### src/rtl/mux_arbiter.sv
// ---------------------------------------------------------------------------
// mux_arbiter
//   Round-robin arbiter / sequencer sharing the single MUX instruction port
//   among N_REQ requesters (0 = instruction fetch, 1..3 = host/calibration).
//   One 24-bit instruction is issued per grant. The MUX is tracked through
//   ISSUE -> GUARD -> WAIT until it reports idle. Read data is routed back to
//   the owner of the current operation.
//
// Parameters
//   N_REQ          number of requesters, 2..4
//   GUARD_CYCLES   cycles after issue during which mux_idle_i is ignored, 1..255
//   TIMEOUT_CYCLES WAIT watchdog limit, 16..65535 (MUX_ARB_TIMEOUT_EN only)
//
// Optional feature macro: MUX_ARB_TIMEOUT_EN (watchdog on WAIT; when it is
//   undefined no counter is built and timeout_o is tied low).
//
// Ports
//   fpga_clk_i        clock, rising edge
//   reset_n_i         synchronous reset, active low
//   req_valid_i       per-requester pending flag, held until ack
//   req_ins_i         per-requester instruction, requester k at [24k+23:24k]
//   req_ack_o         one-cycle pulse: request k issued
//   resp_valid_o      one-cycle pulse: resp_data_o belongs to requester k
//   resp_data_o       shared response data
//   grant_id_o        current / last owner
//   busy_o            high in every state except IDLE
//   timeout_o         one-cycle watchdog pulse
//   mux_ins_o         instruction to the MUX
//   mux_en_o          one-cycle start strobe to the MUX
//   mux_idle_i        MUX idle
//   mux_data_ready_i  mux_data_i valid this cycle
//   mux_data_i        MUX read data
// ---------------------------------------------------------------------------

// Per-requester output flops: ack and response-valid strobes.
module mux_arbiter_lane (
  input  logic fpga_clk_i,
  input  logic reset_n_i,
  input  logic ack_set,
  input  logic resp_set,
  output logic ack,
  output logic resp_valid
);
  always_ff @(posedge fpga_clk_i) begin
    if (!reset_n_i) begin
      ack        <= 1'b0;
      resp_valid <= 1'b0;
    end else begin
      ack        <= ack_set;
      resp_valid <= resp_set;
    end
  end
endmodule

module mux_arbiter #(
  parameter int N_REQ          = 2,
  parameter int GUARD_CYCLES   = 2,
  parameter int TIMEOUT_CYCLES = 4096
) (
  input  logic                  fpga_clk_i,
  input  logic                  reset_n_i,
  input  logic [N_REQ-1:0]      req_valid_i,
  input  logic [24*N_REQ-1:0]   req_ins_i,
  output logic [N_REQ-1:0]      req_ack_o,
  output logic [N_REQ-1:0]      resp_valid_o,
  output logic [15:0]           resp_data_o,
  output logic [1:0]            grant_id_o,
  output logic                  busy_o,
  output logic                  timeout_o,
  output logic [23:0]           mux_ins_o,
  output logic                  mux_en_o,
  input  logic                  mux_idle_i,
  input  logic                  mux_data_ready_i,
  input  logic [15:0]           mux_data_i
);

  // Elaboration-time parameter range checks.
  if (N_REQ < 2 || N_REQ > 4) begin : g_bad_n_req
    $error("mux_arbiter: N_REQ out of range 2..4");
  end
  if (GUARD_CYCLES < 1 || GUARD_CYCLES > 255) begin : g_bad_guard
    $error("mux_arbiter: GUARD_CYCLES out of range 1..255");
  end
  if (TIMEOUT_CYCLES < 16 || TIMEOUT_CYCLES > 65535) begin : g_bad_tmo
    $error("mux_arbiter: TIMEOUT_CYCLES out of range 16..65535");
  end

  typedef enum logic [1:0] {S_IDLE, S_ISSUE, S_GUARD, S_WAIT} state_t;

  state_t            state, state_nxt;
  logic [1:0]        last;
  logic [7:0]        guard_cnt;
  logic [3:0]        req_pad;
  logic [3:0][23:0]  ins_pad;
  logic              win_found;
  logic [1:0]        win_idx;
  logic [2:0]        cand;
  logic              issue;
  logic              resp_take;
  logic              tmo_hit;

  // Widen requester vectors to four slots so a 2-bit index always fits.
  always_comb begin
    req_pad = '0;
    ins_pad = '0;
    for (int i = 0; i < N_REQ; i++) begin
      req_pad[i] = req_valid_i[i];
      ins_pad[i] = req_ins_i[24*i +: 24];
    end
  end

  // Round-robin search starting after the last winner. last < N_REQ and
  // i <= N_REQ, so one conditional subtraction is a full modulo.
  always_comb begin
    win_found = 1'b0;
    win_idx   = last;
    cand      = '0;
    for (int i = 1; i <= N_REQ; i++) begin
      cand = 3'(last) + 3'(i);
      if (cand >= 3'(N_REQ)) cand = cand - 3'(N_REQ);
      if (!win_found && req_pad[cand[1:0]]) begin
        win_found = 1'b1;
        win_idx   = cand[1:0];
      end
    end
  end

  // FSM state register
  always_ff @(posedge fpga_clk_i) begin
    if (!reset_n_i) state <= S_IDLE;
    else            state <= state_nxt;
  end

  // FSM next state
  always_comb begin
    state_nxt = state;
    issue     = 1'b0;
    case (state)
      S_IDLE: begin
        if (mux_idle_i && win_found) begin
          state_nxt = S_ISSUE;
          issue     = 1'b1;
        end
      end
      S_ISSUE: state_nxt = S_GUARD;
      S_GUARD: if (guard_cnt == 8'd0) state_nxt = S_WAIT;
      S_WAIT:  if (mux_idle_i || tmo_hit) state_nxt = S_IDLE;
      default: state_nxt = S_IDLE;
    endcase
  end

  // Data arriving on the WAIT->IDLE edge is still taken: state is WAIT
  // during that cycle and the owner is held in grant_id_o.
  assign resp_take = (state != S_IDLE) && mux_data_ready_i;
  assign busy_o    = (state != S_IDLE);

  always_ff @(posedge fpga_clk_i) begin
    if (!reset_n_i) begin
      last        <= 2'(N_REQ - 1);
      mux_ins_o   <= '0;
      mux_en_o    <= 1'b0;
      grant_id_o  <= '0;
      resp_data_o <= '0;
      guard_cnt   <= '0;
    end else begin
      mux_en_o <= issue;
      if (issue) begin
        mux_ins_o  <= ins_pad[win_idx];
        grant_id_o <= win_idx;
        last       <= win_idx;
      end
      // Load on the ISSUE->GUARD edge so GUARD lasts GUARD_CYCLES cycles.
      if (state == S_ISSUE)
        guard_cnt <= 8'(GUARD_CYCLES - 1);
      else if (state == S_GUARD && guard_cnt != 8'd0)
        guard_cnt <= guard_cnt - 8'd1;
      if (resp_take) resp_data_o <= mux_data_i;
    end
  end

  for (genvar k = 0; k < N_REQ; k++) begin : g_lane
    mux_arbiter_lane u_lane (
      .fpga_clk_i (fpga_clk_i),
      .reset_n_i  (reset_n_i),
      .ack_set    (issue && (win_idx == 2'(k))),
      .resp_set   (resp_take && (grant_id_o == 2'(k))),
      .ack        (req_ack_o[k]),
      .resp_valid (resp_valid_o[k])
    );
  end

`ifdef MUX_ARB_TIMEOUT_EN
  logic [15:0] tmo_cnt;

  // Abandon WAIT when the MUX never comes back; no response is produced.
  assign tmo_hit = (state == S_WAIT) && !mux_idle_i &&
                   (tmo_cnt == 16'(TIMEOUT_CYCLES - 1));

  always_ff @(posedge fpga_clk_i) begin
    if (!reset_n_i) begin
      tmo_cnt   <= '0;
      timeout_o <= 1'b0;
    end else begin
      timeout_o <= tmo_hit;
      if (issue)
        tmo_cnt <= '0;
      else if (state == S_GUARD || state == S_WAIT)
        tmo_cnt <= tmo_cnt + 16'd1;
    end
  end
`else
  assign tmo_hit   = 1'b0;
  assign timeout_o = 1'b0;
`endif

endmodule

### config.mk
export PLATFORM = sky130hd
export DESIGN_NAME = mux_arbiter
export DESIGN_NICKNAME = d
export VERILOG_FILES = /design/src/rtl/mux_arbiter.sv
export SDC_FILE = /design/constraint.sdc
export NUM_CORES = 1
export LEC_CHECK = 0
export CAP_MARGIN = 20
export CELL_PAD_IN_SITES_DETAIL_PLACEMENT = 1
export CELL_PAD_IN_SITES_GLOBAL_PLACEMENT = 1
export CORE_MARGIN = 1.5
export CORE_UTILIZATION = 30
export DETAILED_ROUTE_END_ITERATION = 7
export PLACE_DENSITY_LB_ADDON = 0.1
export SKIP_LAST_GASP = 1
export SLEW_MARGIN = 15
export SYNTH_ARGS = -nofsm -noshare
export SYNTH_HDL_FRONTEND = slang
export SYNTH_SLANG_ARGS = --single-unit
### constraint.sdc
create_clock -name fpga_clk_i -period 2.1 [get_ports fpga_clk_i]
set_input_delay 0.315 -clock fpga_clk_i [delete_from_list [all_inputs] [get_ports fpga_clk_i]]
set_output_delay 0.315 -clock fpga_clk_i [all_outputs]
set_load 0.03 [all_outputs]
# [Word-level counts from Yosys, hierarchy flattened]
# Cells that the tools add are included.
[totals] in_bits=70 wordCells=69 ff_bits=59 out_inout_bits=49
[op_classes] n_addsub=5 magnitude_cmp=5 n_bitwise=1 n_mux=20 n_eq_ne=8 n_reduce_logical=18
[op_table] operator="binary-select mux 24 bit (select 2 bit)" count=1
[op_table] operator="two-way mux 24 bit" count=1
[op_table] operator="two-way mux 2 bit" count=7
[op_table] operator="< comparator 2 x 3 -> 1 bit (second input constant)" count=3
[op_table] operator="logical AND 1 bit" count=8
[op_table] operator="zero test 8 bit" count=1
[op_table] operator="two-way mux 1 bit" count=8
[op_table] operator="case mux 2 bit (4 select lines)" count=1
[op_table] operator="nonzero test 8 bit" count=1
[op_table] operator="subtractor 8 x 1 -> 8 bit (second input constant)" count=1
[op_table] operator="equality test 2 x 1 -> 1 bit (second input constant)" count=3
[op_table] operator=">= comparator 3 x 2 -> 1 bit (second input constant)" count=2
[op_table] operator="zero test 2 bit" count=3
[op_table] operator="!= test 2 bit (second input constant)" count=3
[op_table] operator="binary-select mux 1 bit (select 2 bit)" count=2
[op_table] operator="equality test 2 bit (second input constant)" count=2
[op_table] operator="nonzero test 2 bit" count=2
[op_table] operator="subtractor 2 bit (second input constant)" count=2
[op_table] operator="adder 2 x 1 -> 3 bit (second input constant)" count=1
[op_table] operator="adder 2 x 2 -> 3 bit (second input constant)" count=1
[op_table] operator="AND reduction 3 bit" count=1
[op_table] operator="OR reduction 2 bit" count=1
[op_table] operator="zero test 1 bit" count=1
[op_table] operator="inverter 1 bit" count=1

# [Depth between registers and ports, before layout]
# Gate-level depths: netlist (run 1).
[logic_depth] depth_word=13 depth_mapped=7 mapped_depth_nobuf=6

# [Modules after synthesis]
# Synthesis (run 1) repeated with hierarchy kept, for this count alone.
[hier_totals] cells_unflattened=272 hier_area_um2=2501.1
[by_module_without_submodules] module="mux_arbiter" area_each_um2=2396.0 instances=1 seq_area_each_um2=1081.0 cells_each=264
[by_module_without_submodules] module="mux_arbiter_lane" area_each_um2=52.6 instances=2 seq_area_each_um2=40.0 cells_each=4

# [Worst setup path after synthesis (run 1)]
# OpenSTA, ideal clock, no wires.
[synth_timing] kind="register -> register" from="register state[0]" to="register g_lane[0].u_lane.resp_valid" path_stages_with_launch=7 setup_time_ps=96 arrival_ps=1552 period_less_slack_ps=1648 slack_ps=452 required_ps=2004 n_path_buf=1 path_cell_list="dfxtp_1 -> inv_1 -> ha_1 -> inv_1 -> nand2_1 -> buf_2 -> nor4b_1"
[synth_between] elab_chain_len=3
[synth_rtl] item="start: declaration" line="90" text="state_t state, state_nxt;"
[synth_rtl] item="start signal: assignment" line="131" text="else state <= state_nxt;"
[synth_rtl] item="nonzero test 2 bit"
[synth_rtl] item="via busy_o" line="68" text="output logic busy_o,"
[synth_rtl] item="logical AND 1 bit" line="154" text="assign resp_take = (state != S_IDLE) && mux_data_ready_i;"
[synth_rtl] item="logical AND 1 bit" line="186" text=".resp_set (resp_take && (grant_id_o == 2'(k))),"
[synth_rtl] item="end signal: assignment" line="50" text="resp_valid <= resp_set;"
[synth_rtl] item="end: declaration" line="42" text="output logic resp_valid"
# The timed path passes the listed nets, and every way through them passes these cells.
# A chain may end at the register's enable or synchronous reset.

# [Final worst setup path (run 1)]
[layout_timing] from="register state[0]" to="output busy_o"
[layout_between] elab_chain_len=1
[layout_rtl] item="nonzero test 2 bit" line="155" text="assign busy_o = (state != S_IDLE);"
[layout_rtl] item="end: declaration" line="68"
# Every way passes these cells.

==> results of run 1 <==
[layer usage]
metal | GRT usage [%] | part of all wire, %
met1 | 18.6 | 41
met2 | 29.7 | 52
met3 | 6.26 | 6.0
met4 | 5.60 | 1.3
met5 | 0 | 0
[per-stage QoR]
| step | hold WS (ns) | total power [mW] | worst slack (ns) | cells | area [um2] |
|---|---|---|---|---|---|
| final | 0.464 | 4.85 | 0.149 | 507 | 4140 |
| after global routing | 0.487 | 5.15 | 0.0260 | 507 | 4140 |
| after CTS | 0.470 | 4.92 | 0.130 | 507 | 4140 |
| after detailed placement | 0.460 | 3.82 | 0.233 | 492 | 3940 |
| after global placement | 0.448 | 3.78 | 0.270 | 492 | 3940 |
| after floorplan | 0.460 | 2.96 | 0.452 | 281 | 2690 |
[critical path, stage by stage, from the launching register on]
cell	delay, ns
dfxtp_1	0.39
inv_1	0.09
ha_1	0.29
inv_1	0.12
dlygate4sd2_1	0.41
[cell families (layout without fill, tap and decap cells)]
kind of cell               count (synthesis)  in the layout  synth area share, %
buffers and inverters                     34            152                 7.55
xor gates and xnor gates                   3              3                0.978
muxes                                      3              3                 1.12
AOI/OAI and AO/OA                         86             86                 28.6
other                                      1              1                0.140
adders and majority gates                  6              6                 2.79
and+or+nand+nor                           90             90                 15.6
DFF                                       58             58                 43.2
[registers in the layout (all words and copies together) (netlist names)]
signal,cells
g_lane.u_lane.ack,2
g_lane.u_lane.resp_valid,2
grant_id_o,2
guard_cnt,8
last,1
mux_en_o,1
mux_ins_o,24
resp_data_o,16
state,2
[final cells by class]
| type | instances | area [um2] |
|---|---|---|
| Sequential cell | 58 | 1160 |
| Inverter | 11 | 41.3 |
| Clock inverter | 2 | 35.0 |
| Timing Repair Buffer | 126 | 1270 |
| Multi-Input combinational cell | 189 | 1320 |
| Fill cell | 1003 | 4540 |
| Clock buffer | 13 | 169 |
| Tap cell | 108 | 135 |
[final timing paths]
path | from | end | slack, ns
worst max register to register | guard_cnt[0]$_SDFFE_PN0P_ | state[1]$_SDFFE_PN0P_ | 0.38
worst max-delay path | state[0]$_SDFFE_PN0P_ | busy_o | 0.15
worst min register to register | resp_data_o[12]$_SDFFE_PN0P_ | resp_data_o[12]$_SDFFE_PN0P_ | 0.46
worst min-delay path | resp_data_o[12]$_SDFFE_PN0P_ | resp_data_o[12]$_SDFFE_PN0P_ | 0.46
[where the power goes]
part,switching [mW],internal [mW],total (mW)
registers,0.159,1.36,1.52
logic,1.30,0.945,2.25
clock network,0.445,0.638,1.08
total,1.91,2.94,4.85
[synth_stat cells, types with 4 or more instances]
| cell | instances | area [um2] |
|---|---|---|
| a21boi_0 | 16 | 120 |
| a21oi_1 | 5 | 25.0 |
| a221oi_1 | 4 | 35.0 |
| a221oi_2 | 20 | 300 |
| buf_4 | 5 | 37.5 |
| buf_6 | 7 | 78.8 |
| clkbuf_1 | 7 | 26.3 |
| dfxtp_1 | 58 | 1160 |
| ha_1 | 6 | 75.1 |
| inv_1 | 11 | 41.3 |
| nand2_1 | 39 | 146 |
| nor2_1 | 33 | 124 |
| o21ai_0 | 25 | 125 |
[repair_timing]
item	CTS	global route
resized for setup	1	0
hold buffers	0	0
setup endpoints to repair	1	0
==> metrics, run 1 <==
final period utilization=92.9%; root buffer cell=clkbuf_8; final wirelength=7890 um; io pins=119; Tmin final=1.95 ns; detailed-route via count=2,477; Unique masters post-synth=48; Syn Area/Cell=9.56 um2; worst-path fanout max=4; DRT iter0 DRCs=36; Buffers on Ports=117; status=complete, no violations; Die Span Y=97.6 um; worst setup path class=flip-flop to output port; post-synthesis sequential area ratio=43.2%; clock sink count=58; Max Root-Sink Buffers=2; PD cells=1170 nW/um2; Worst Setup End Kind=output port; num rows=34; DIE AREA=9530 um2; RSZ-0062 raised after global routing=false; Worst-Skew Late Latency=0.34 ns; RePlAce Congestion=0.676; Slew Limit Fails=0; clk slew on worst S/H paths=0.06 ns; DR WL/cell=15.6 um; Critical Path Start Type=flip-flop; Core Footprint=8680 um2; vias per cell=4.89; CP arrival=1.64 ns; Num CTS Buffers=9; Layout Utilization=47.7%; number of max-cap violations=0; post-detail-place hpwl=5650 um; Leakage=1.55 nW; Detail Route Antenna Nets=0; Final nets=471; share of flip-flops with an asynchronous set or reset=0%; Setup TNS=0 ns; n_diodes=0; Post-CTS Setup Bufs=0; initial core utilization=31.0%; share of cells above drive strength 1=13.5%; worst path required time=1.78 ns; final setup fails=0; commonest non-fill, non-tap cell in the layout=clkdlybuf4s50_1; Area Growth Syn to Fin=54.1%; CTS tree=built; peak supply drop=0.000439 V; Post-synth EDFFs=0; router iterations before antenna repair=4; vias in the first global route=2,557; grt ovf=0; Ys Warns=0; WHS Path Cells=2; largest net degree at the start of global routing=45; Achievable Freq=513 MHz; post-synthesis net count=357; commonest cells after routing, fill and taps aside=clkdlybuf4s50_1, dfxtp_1, nand2_1, nor2_1, o21ai_0; #FFs+latches synth=58; skew final=0.00627 ns; Syn Std Cell Area=2690 um2; antenna violations before repair=0; width of the die=97.6 um; reg2reg path depth=6; Hold Vio Cnt, Final=0; global-route usage over all layers=16.8%; Main synth FF type=dfxtp_1; htree depth=3; first-pass GRT wire length=12,600 um; Mapped Cells=281; worst hold path class=flip-flop to flip-flop; DRC=0
Power figures use the tool's default switching activity.
==> run 2: changes to the inputs <==
ABC_CLOCK_PERIOD_IN_PS = 1700   (was unset)
CORE_UTILIZATION = 27   (was 30)
TNS_END_PERCENT = 5   (was unset)
clock period = 1.7 ns   (was 2.1 ns; I/O delays follow)
==> run 2 against run 1 <==
  * Clock skew rose by 0.0072 ns
  * First-iteration DRC count fell by 22%
  * Sequential cell count did not move
  * Clock-buffer cell count did not move
  * Sequential share of layout area fell by 0.36 points
  * Final cell count rose by 7.1%
  * Clock power rose by 4%
  * Utilization fell by 4.6 points
  * Routed wire length rose by 3.2%
  * Register-to-register slack got worse by 0.35 ns
  * Final area rose by 1.3%
  * Highest routed layer unchanged
==> metrics, run 2 (synthesized netlist as in run 1, its figures left out) <==
Largest register FFs=24 (unchanged); worst hold slack=0.464 ns (about the same); wire length on met1=3560 um (was 3240 um); critical path's top delay family=compound AO/OA/AOI/OAI gates (was buffers and inverters); routed wl met2=3980 um (was 4070 um); cell at the slowest stage of the critical path=a21boi_2 (was dlygate4sd2_1); DRC=0 (unchanged); final wirelength=8140 um (was 7890 um); slowest cell delay on critical path=0.37 ns (was 0.41 ns); initial core utilization=27.6% (was 31.0%); Setup TNS=0 ns (unchanged); biggest regs=mux_ins_o x24, resp_data_o x16, guard_cnt x8 (unchanged); worst hold path class=flip-flop to flip-flop (unchanged); largest net degree at the start of global routing=25 (was 45); Design Power=5.88 mW (was 4.85 mW); Layout Utilization=43.1% (was 47.7%); DRT iter0 DRCs=28 (was 36); Slew Limit Fails=0 (unchanged); Area Growth Syn to Fin=56.1% (was 54.1%); Final nets=481 (was 471); final period utilization=98.4%; CTS tree=built (unchanged); antenna violations before repair=0 (unchanged); Setup WS post-layout=0.0275 ns (was 0.149 ns); worst path required time=1.95 ns (was 1.78 ns); final setup fails=0 (unchanged); vias in the first global route=2,664 (was 2,557); width of the die=103 um (was 97.6 um); switching share of power=40.5% (was 39.3%); post-detail-place hpwl=5950 um (was 5650 um); Max Root-Sink Buffers=2 (unchanged); Detail Route Antenna Nets=0 (unchanged); detailed-route via count=2,507 (was 2,477); htree depth=3 (unchanged); router iterations before antenna repair=4 (unchanged); io pins=119 (unchanged); grt ovf=0 (unchanged); crit path cell chain=inv_1, ha_1, nor3b_1, a21boi_2, buf_4, nor2_1, a211oi_1 (was inv_1, ha_1, inv_1, dlygate4sd2_1); Reg power frac=32.0% (was 31.3%); share of cells above drive strength 1=15.9% (was 13.5%); CP arrival=1.92 ns (was 1.64 ns); n_diodes=0 (unchanged); Hold Vio Cnt, Final=0 (unchanged); commonest cells after routing, fill and taps aside=clkdlybuf4s50_1, dfxtp_1, nand2_1, nor2_1, o21ai_0 (unchanged); first-pass GRT wire length=12,900 um (was 12,600 um); post-cts hold buffer count=0 (unchanged); worst-path fanout max=6 (was 4); Worst Setup End Kind=flip-flop (was output port); DIE AREA=10,600 um2 (was 9530 um2); P_int=3.49 mW (was 2.94 mW); dpl ws=-0.121 ns (was 0.233 ns); commonest non-fill, non-tap cell in the layout=clkdlybuf4s50_1 (unchanged); Num CTS Buffers=9 (unchanged); root buffer cell=clkbuf_8 (unchanged); area of the multi-input gates=1330 um2 (was 1320 um2); Most flops, register=mux_ins_o (unchanged); Buffers on Ports=117 (unchanged); Switching Power=2.38 mW (was 1.91 mW); Critical Path Start Type=flip-flop (unchanged); vias per cell=4.62 (was 4.89); Tmin final=1.67 ns; peak supply drop=0.000497 V (was 0.000439 V); skew final=0.0135 ns (was 0.00627 ns); number of max-cap violations=0 (unchanged); Die Span Y=103 um (was 97.6 um); RePlAce Congestion=0.741 (was 0.676); Worst-Skew Late Latency=0.34 ns (about the same); Achievable Freq=598 MHz; sequential cell area=1160 um2 (unchanged); Core Footprint=9730 um2 (was 8680 um2); RSZ-0062 raised after global routing=true (was false); worst setup path class=flip-flop to flip-flop (was flip-flop to output port); Clk network pwr share=19.0% (was 22.3%); clock sink count=58 (unchanged); global-route usage over all layers=16.1% (was 16.8%); status=complete, no violations (unchanged); uppermost routed layer=met4 (unchanged); PD cells=1400 nW/um2 (was 1170 nW/um2); num rows=36 (was 34); DR WL/cell=15.0 um (was 15.6 um); met3 wire length=498 um (was 473 um); Comb pwr share=49.0% (was 46.3%); Crit path buffers/inverters=2 (was 3); Leakage=1.58 nW (was 1.55 nW); clk slew on worst S/H paths=0.07 ns (was 0.06 ns); # fillers=1,161 (was 1,003)
==> run 2: layout make-up <==
class	count	area share [%]
Clock buffer	13	3.55
Clock inverter	3	0.358
Inverter	11	0.985
Multi-Input combinational cell	189	31.6
Sequential cell	58	27.7
Tap cell	133	3.97
Timing Repair Buffer	136	31.8
==> run 2: worst register-to-register path: cells and delay by family, from the launching register on <==
kind | cells | cell delay (ns)
flip-flops | 1 | 0.36
adder cells (fa/ha/maj) | 1 | 0.23
AO/OA/AOI/OAI | 2 | 0.52
AND/OR/NAND/NOR | 2 | 0.21
buffers and inverters | 2 | 0.27
==> run 2: metal layers <==
| metal | global-route usage, % | vias up |
|---|---|---|
| met2 | 26.7 | 70 |
| met3 | 5.56 | 7 |
| met5 | 0 | - |
| li1 | - | 1236 |
| met1 | 19.3 | 1194 |
| met4 | 5.61 | 0 |
==> run 2: final timing paths <==
path / from / to / slack [ns] / depth (start not counted)
setup reg to reg: guard_cnt[0]$_SDFFE_PN0P_ / guard_cnt[1]$_SDFFE_PP0P_ / 0.03 / 7
setup / recovery: guard_cnt[0]$_SDFFE_PN0P_ / guard_cnt[1]$_SDFFE_PP0P_ / 0.03 / 7
hold reg to reg: resp_data_o[10]$_SDFFE_PN0P_ / resp_data_o[10]$_SDFFE_PN0P_ / 0.46 / 2
hold / removal: resp_data_o[10]$_SDFFE_PN0P_ / resp_data_o[10]$_SDFFE_PN0P_ / 0.46 / 2
==> run 2: power groups by stage <==
stage | logic, mW | clock network (mW) | registers (mW)
after floorplan | 1.29 | 0 | 2.36
after global placement | 2.87 | 0 | 1.90
after detailed placement | 2.90 | 0 | 1.90
after CTS | 2.92 | 1.17 | 1.88
after global routing | 3.15 | 1.21 | 1.92
final | 2.88 | 1.12 | 1.88
==> run 2: stage by stage <==
step	instances	cell area, um2
floorplan	281	2690
global placement	526	4020
detailed placement	526	4020
CTS	542	4180
global route	543	4190
finish	543	4190
==> run 2: what timing repair did <==
item | 4_1_cts | 5_1_grt
cloned | 0 | 0
pin swaps | 0 | 2
endpoints found under the setup margin | 1 | 8
resized for setup | 1 | 1
setup buffers | 0 | 1
==> run 3: changes to the inputs <==
ABC_CLOCK_PERIOD_IN_PS = 1600   (was 1700)
CORE_MARGIN = 2   (was 1.5)
CORE_UTILIZATION = 30   (was 27)
clock period = 1.6 ns   (was 1.7 ns; I/O delays follow)
==> run 3 against run 2 <==
  * The flow now finishes with violations (setup timing)
  * Final area up 0.54%
  * Critical path depth down 6
  * Register-to-register slack about the same
  * Power up 8.6%
  * Via count down 1.1%
  * Clock skew down 0.0082 ns
  * Clock-buffer cell count up 1
  * Sequential cell count unchanged
  * Non-clock buffer count up 1
  * Combinational power up 9.0%
  * Critical endpoint is now mux_ins_o[10]
  * Largest cell class unchanged
==> metrics, run 3 (synthesized netlist as in run 1, its figures left out) <==
Max Root-Sink Buffers=2 (unchanged); Tmin final=1.61 ns; min-delay src=resp_data_o[7]$_SDFFE_PN0P_ (was resp_data_o[10]$_SDFFE_PN0P_); first-pass GRT wire length=12,900 um (about the same); Leakage=1.62 nW (was 1.58 nW); Crit path buffers/inverters=1 (was 2); num rows=34 (was 36); CTS tree=built (unchanged); Num CTS Buffers=9 (unchanged); worst setup path class=flip-flop to output port (was flip-flop to flip-flop); post-detail-place hpwl=5830 um (was 5950 um); global-route usage over all layers=16.5% (was 16.1%); root buffer cell=clkbuf_8 (unchanged); DRC=0 (unchanged); Largest register FFs=24 (unchanged); skew final=0.00526 ns (was 0.0135 ns); DR WL/cell=15.1 um (was 15.0 um); Layout Utilization=48.3% (was 43.1%); number of max-cap violations=0 (unchanged); router iterations before antenna repair=4 (unchanged); antenna violations before repair=0 (unchanged); Final nets=482 (was 481); worst hold slack=0.466 ns (was 0.464 ns); status=finished, violations left (was complete, no violations); io pins=119 (unchanged); width of the die=98.6 um (was 103 um); share of cells above drive strength 1=16.8% (was 15.9%); DRT iter0 DRCs=75 (was 28); peak supply drop=0.000572 V (was 0.000497 V); htree depth=3 (unchanged); Most flops, register=mux_ins_o (unchanged); commonest non-fill, non-tap cell in the layout=clkdlybuf4s50_1 (unchanged); Design Power=6.38 mW (was 5.88 mW); CP arrival=1.37 ns (was 1.92 ns); grt ovf=0 (unchanged); Post-CTS Setup Bufs=0 (unchanged); Critical Path Start Type=flip-flop (unchanged); largest net degree at the start of global routing=30 (was 25); worst-path fanout max=2 (was 6); critical path's top delay family=buffers and inverters (was compound AO/OA/AOI/OAI gates); r2r endpoint=guard_cnt[3]$_SDFFE_PP0P_ (was guard_cnt[1]$_SDFFE_PP0P_); flop-to-flop setup slack=0.03 ns (about the same); Detail Route Antenna Nets=0 (unchanged); PD cells=1510 nW/um2 (was 1400 nW/um2); Hold Vio Cnt, Final=0 (unchanged); Worst Setup End Kind=output port (was flip-flop); RSZ-0062 raised after global routing=true (unchanged); Setup WS post-layout=-0.00752 ns (was 0.0275 ns); detailed-route via count=2,480 (was 2,507); biggest regs=mux_ins_o x24, resp_data_o x16, guard_cnt x8 (unchanged); Die Span Y=98.6 um (was 103 um); worst hold path endpoint=resp_data_o[7]$_SDFFE_PN0P_ (was resp_data_o[10]$_SDFFE_PN0P_); crit path cell chain=clkdlybuf4s50_1 (was inv_1, ha_1, nor3b_1, a21boi_2, buf_4, nor2_1, a211oi_1); Core Footprint=8720 um2 (was 9730 um2); Buffers on Ports=117 (unchanged); commonest cells after routing, fill and taps aside=clkdlybuf4s50_1, dfxtp_1, nand2_1, nor2_1, o21ai_0 (unchanged); worst reg2reg startpoint=state[0]$_SDFFE_PN0P_ (was guard_cnt[0]$_SDFFE_PN0P_); cell at the slowest stage of the critical path=clkdlybuf4s50_1 (was a21boi_2); reg2reg path depth=6 (was 7); failing checks=setup timing; Slew Limit Fails=0 (unchanged); Worst-Skew Late Latency=0.33 ns (was 0.34 ns); # fillers=996 (was 1,161); clk slew on worst S/H paths=0.07 ns (about the same); final wirelength=7860 um (was 8140 um); final period utilization=100%; initial core utilization=30.8% (was 27.6%); clock sink count=58 (unchanged); DIE AREA=9730 um2 (was 10,600 um2); WHS Path Cells=2 (unchanged); worst hold path class=flip-flop to flip-flop (unchanged); vias per cell=4.78 (was 4.62); vias in the first global route=2,649 (was 2,664); slowest cell delay on critical path=0.68 ns (was 0.37 ns); final setup fails=3 (was 0); RePlAce Congestion=0.716 (was 0.741); Area Growth Syn to Fin=56.9% (was 56.1%); worst path required time=1.36 ns (was 1.95 ns); n_diodes=0 (unchanged); Achievable Freq=622 MHz
run 3: report_power, final:
part / leakage (nW) / internal (mW) / switching [mW]
Clock: 0.0965 / 0.685 / 0.557
Sequential: 0.475 / 1.79 / 0.209
Combinational: 1.05 / 1.39 / 1.75
Total: 1.62 / 3.86 / 2.52
run 3: per-stage QoR:
stage          instances  setup slack (ns)  cell area, um2  setup TNS, ns
2_1_floorplan        281            0.0604            2690              0
3_3_place_gp         503            -0.148            4020          -3.12
3_5_place_dp         503            -0.195            4020          -3.98
4_1_cts              519           -0.0938            4200         -0.327
5_1_grt              519           -0.0640            4220          -1.21
6_report             519          -0.00752            4220        -0.0105
run 3: cell type report:
type                    count  area, um2  share of cell area, %
repair buffers            137       1360                   32.2
multi-input cells         189       1340                   31.7
flip-flops and latches     58       1160                   27.5
clock buffers              14        173                   4.10
well taps                 108        135                   3.21
inverters                  11       41.3                  0.980
clock inverters             2       10.0                  0.237
run 3: per-layer routing:
metal / global-route usage, % / vias up / share of wire [%]
met1: 20.0 / 1167 / 45
met4: 7.27 / 0 / 1.8
met2: 27.5 / 67 / 47
met3: 4.33 / 12 / 6.1
met5: 0 / - / 0
li1: - / 1234 / -
run 3: how the worst max path moves through the flow:
stage / start / endpoint / cells after the start
final: mux_ins_o[10]$_SDFFE_PN0P_ / mux_ins_o[10] / 1
after CTS: grant_id_o[1]$_SDFFE_PN0P_ / grant_id_o[1] / 1
after global placement: req_valid_i[1] / mux_ins_o[3]$_SDFFE_PN0P_ / 5
after global routing: state[0]$_SDFFE_PN0P_ / guard_cnt[3]$_SDFFE_PP0P_ / 6
after floorplan: grant_id_o[1]$_SDFFE_PN0P_ / mux_ins_o[10]$_SDFFE_PN0P_ / 6
after detailed placement: req_valid_i[1] / mux_ins_o[3]$_SDFFE_PN0P_ / 5
run 3: timing repair:
action	CTS	global route
hold buffers	0	0
gates resized for setup	1	4
endpoints found under the setup margin	21	63
pin swaps	0	2
==> RTL change: new RTL, config.mk and constraints of run 3 <==
Add a define of `MUX_ARB_TIMEOUT_EN`.
--- a/src/rtl/mux_arbiter.sv
+++ b/src/rtl/mux_arbiter.sv
@@ -33,6 +33,8 @@
 // ---------------------------------------------------------------------------
 
 // Per-requester output flops: ack and response-valid strobes.
+`define MUX_ARB_TIMEOUT_EN
+
 module mux_arbiter_lane (
   input  logic fpga_clk_i,
   input  logic reset_n_i,
Function: no difference found for any inputs over 10 cycles, from zero or initial values and one cycle with reset_n_i low; that may be too few to reach the edited logic, so the function may still have changed.
==> RTL change against run 3 <==
  * The flow still finishes with violations (negative setup slack)
  * Wire length grew 23%
  * Combinational power shrank 15%
  * Power grew 3.0%
  * Maximum frequency shrank 2.3%
  * Setup slack lost 0.037 ns
  * Clock power grew 25%
  * Area after synthesis grew 25%
  * First-iteration DRC count shrank 19%
  * Design area grew 23%
  * Sequential cell count grew 17
  * Critical endpoint is now grant_id_o[0]
  * Largest cell class is now multi-input gates
==> RTL change: results (changes against run 3) <==
IO buf count 118 (+0.85%); run status finished, violations left; synth unique cells 44 (-8.3%); layout cell share with drive strength beyond 1 17.99% (+1.2 points); critical path's largest stage delay 0.70 ns (+0.02 ns); met1 WL 4.149 mm (+18%); hpwl dp 7.231 mm (+24%); Worst Path Max Fanout 3 (+1); static leakage power 0.002124 µW (+31%); first-pass GRT wire length 15.08 mm (+17%); GP Congestion 0.7758 (+8.3%); Clk pin slew, worst setup/hold paths 0.09 ns (+0.02 ns); hold slack final 0.4346 ns (-0.03158 ns); met2 wire len 4.791 mm (+29%); HP Class input pin to flip-flop; P_clk 1550 µW (+25%); failing checks negative setup slack; Top Registers mux_ins_o (24), resp_data_o (16), tmo_cnt (16); post-synthesis sequential area ratio 44.66% (+1.4 points); FF-to-FF End guard_cnt[0]; DR iter-0 viols 61 (-19%); Setup WS post-layout -0.04497 ns (-0.03745 ns); syn_nets 457 (+28%); main area contributors after synthesis dfxtp_1 45%, o221ai_2 8.0%, inv_1 6.3%; worst-skew pair later-pin latency 0.36 ns (+0.03 ns); r2r setup slk 0.01 ns (-0.02 ns); Post-Synthesis Cells 380 (+35%); Final setup viols 34 (+31); Reg power frac 35.5% (+4.2 points); Worst Hold Launch mux_data_i[14]; Critical Path AT 1.40 ns (+0.03 ns); DR vias/cell 4.638 (-2.9%)
RTL change: area by class of cell:
type                    count  share of cell area (%)
clock buffers              11                   2.912
clock inverters             5                   1.131
inverters                  57                   4.164
multi-input cells         224                   30.23
flip-flops and latches     75                   28.95
well taps                 140                   3.369
repair buffers            156                   29.24
RTL change: worst max path at each step:
stage,startpoint,end,slack (ns),cells past startpoint
2_1_floorplan,grant_id_o[1],mux_ins_o[10],-0.04,6
3_3_place_gp,req_valid_i[1],mux_ins_o[1],-0.30,6
3_5_place_dp,req_valid_i[1],mux_ins_o[0],-0.38,6
4_1_cts,guard_cnt[0],state[0],-0.10,6
5_1_grt,mux_ins_o[18],mux_ins_o[18],-0.1,1
6_report,grant_id_o[0],grant_id_o[0],-0.04,1
RTL change: cells by family (layout without fill, tap and decap cells):
group	count (synthesis)	after routing	synth area share (%)
AO/OA/AOI/OAI	71	71	18.39
XOR/XNOR	18	18	4.689
adder cells (fa/ha/maj)	7	7	2.605
buffers and inverters	81	229	10.76
flip-flops	75	75	44.66
multiplexers	2	2	0.5955
AND/OR/NAND/NOR	126	126	18.31
RTL change: worst min-delay path: stages:
cell and delay [ns]:
clkdlybuf4s50_1 0.40, nand2_1 0.06, a21oi_1 0.05
RTL change: routing by layer:
metal	vias to the layer above	track usage, %
li1	1568	-
met1	1447	19.46
met2	73	27.39
met3	10	3.972
met4	0	5.425
met5	-	0
RTL change: per-stage QoR:
step	setup slack (ns)	area, µm²	setup TNS, ns	total power [µW]
final	-0.04497	5199	-0.4370	6568
after global routing	-0.09786	5199	-3.311	6966
after CTS	-0.1045	5121	-2.122	6575
after detailed placement	-0.3780	4890	-13.94	4950
after global placement	-0.2952	4890	-11.53	4894
after floorplan	-0.04024	3378	-0.7178	3823
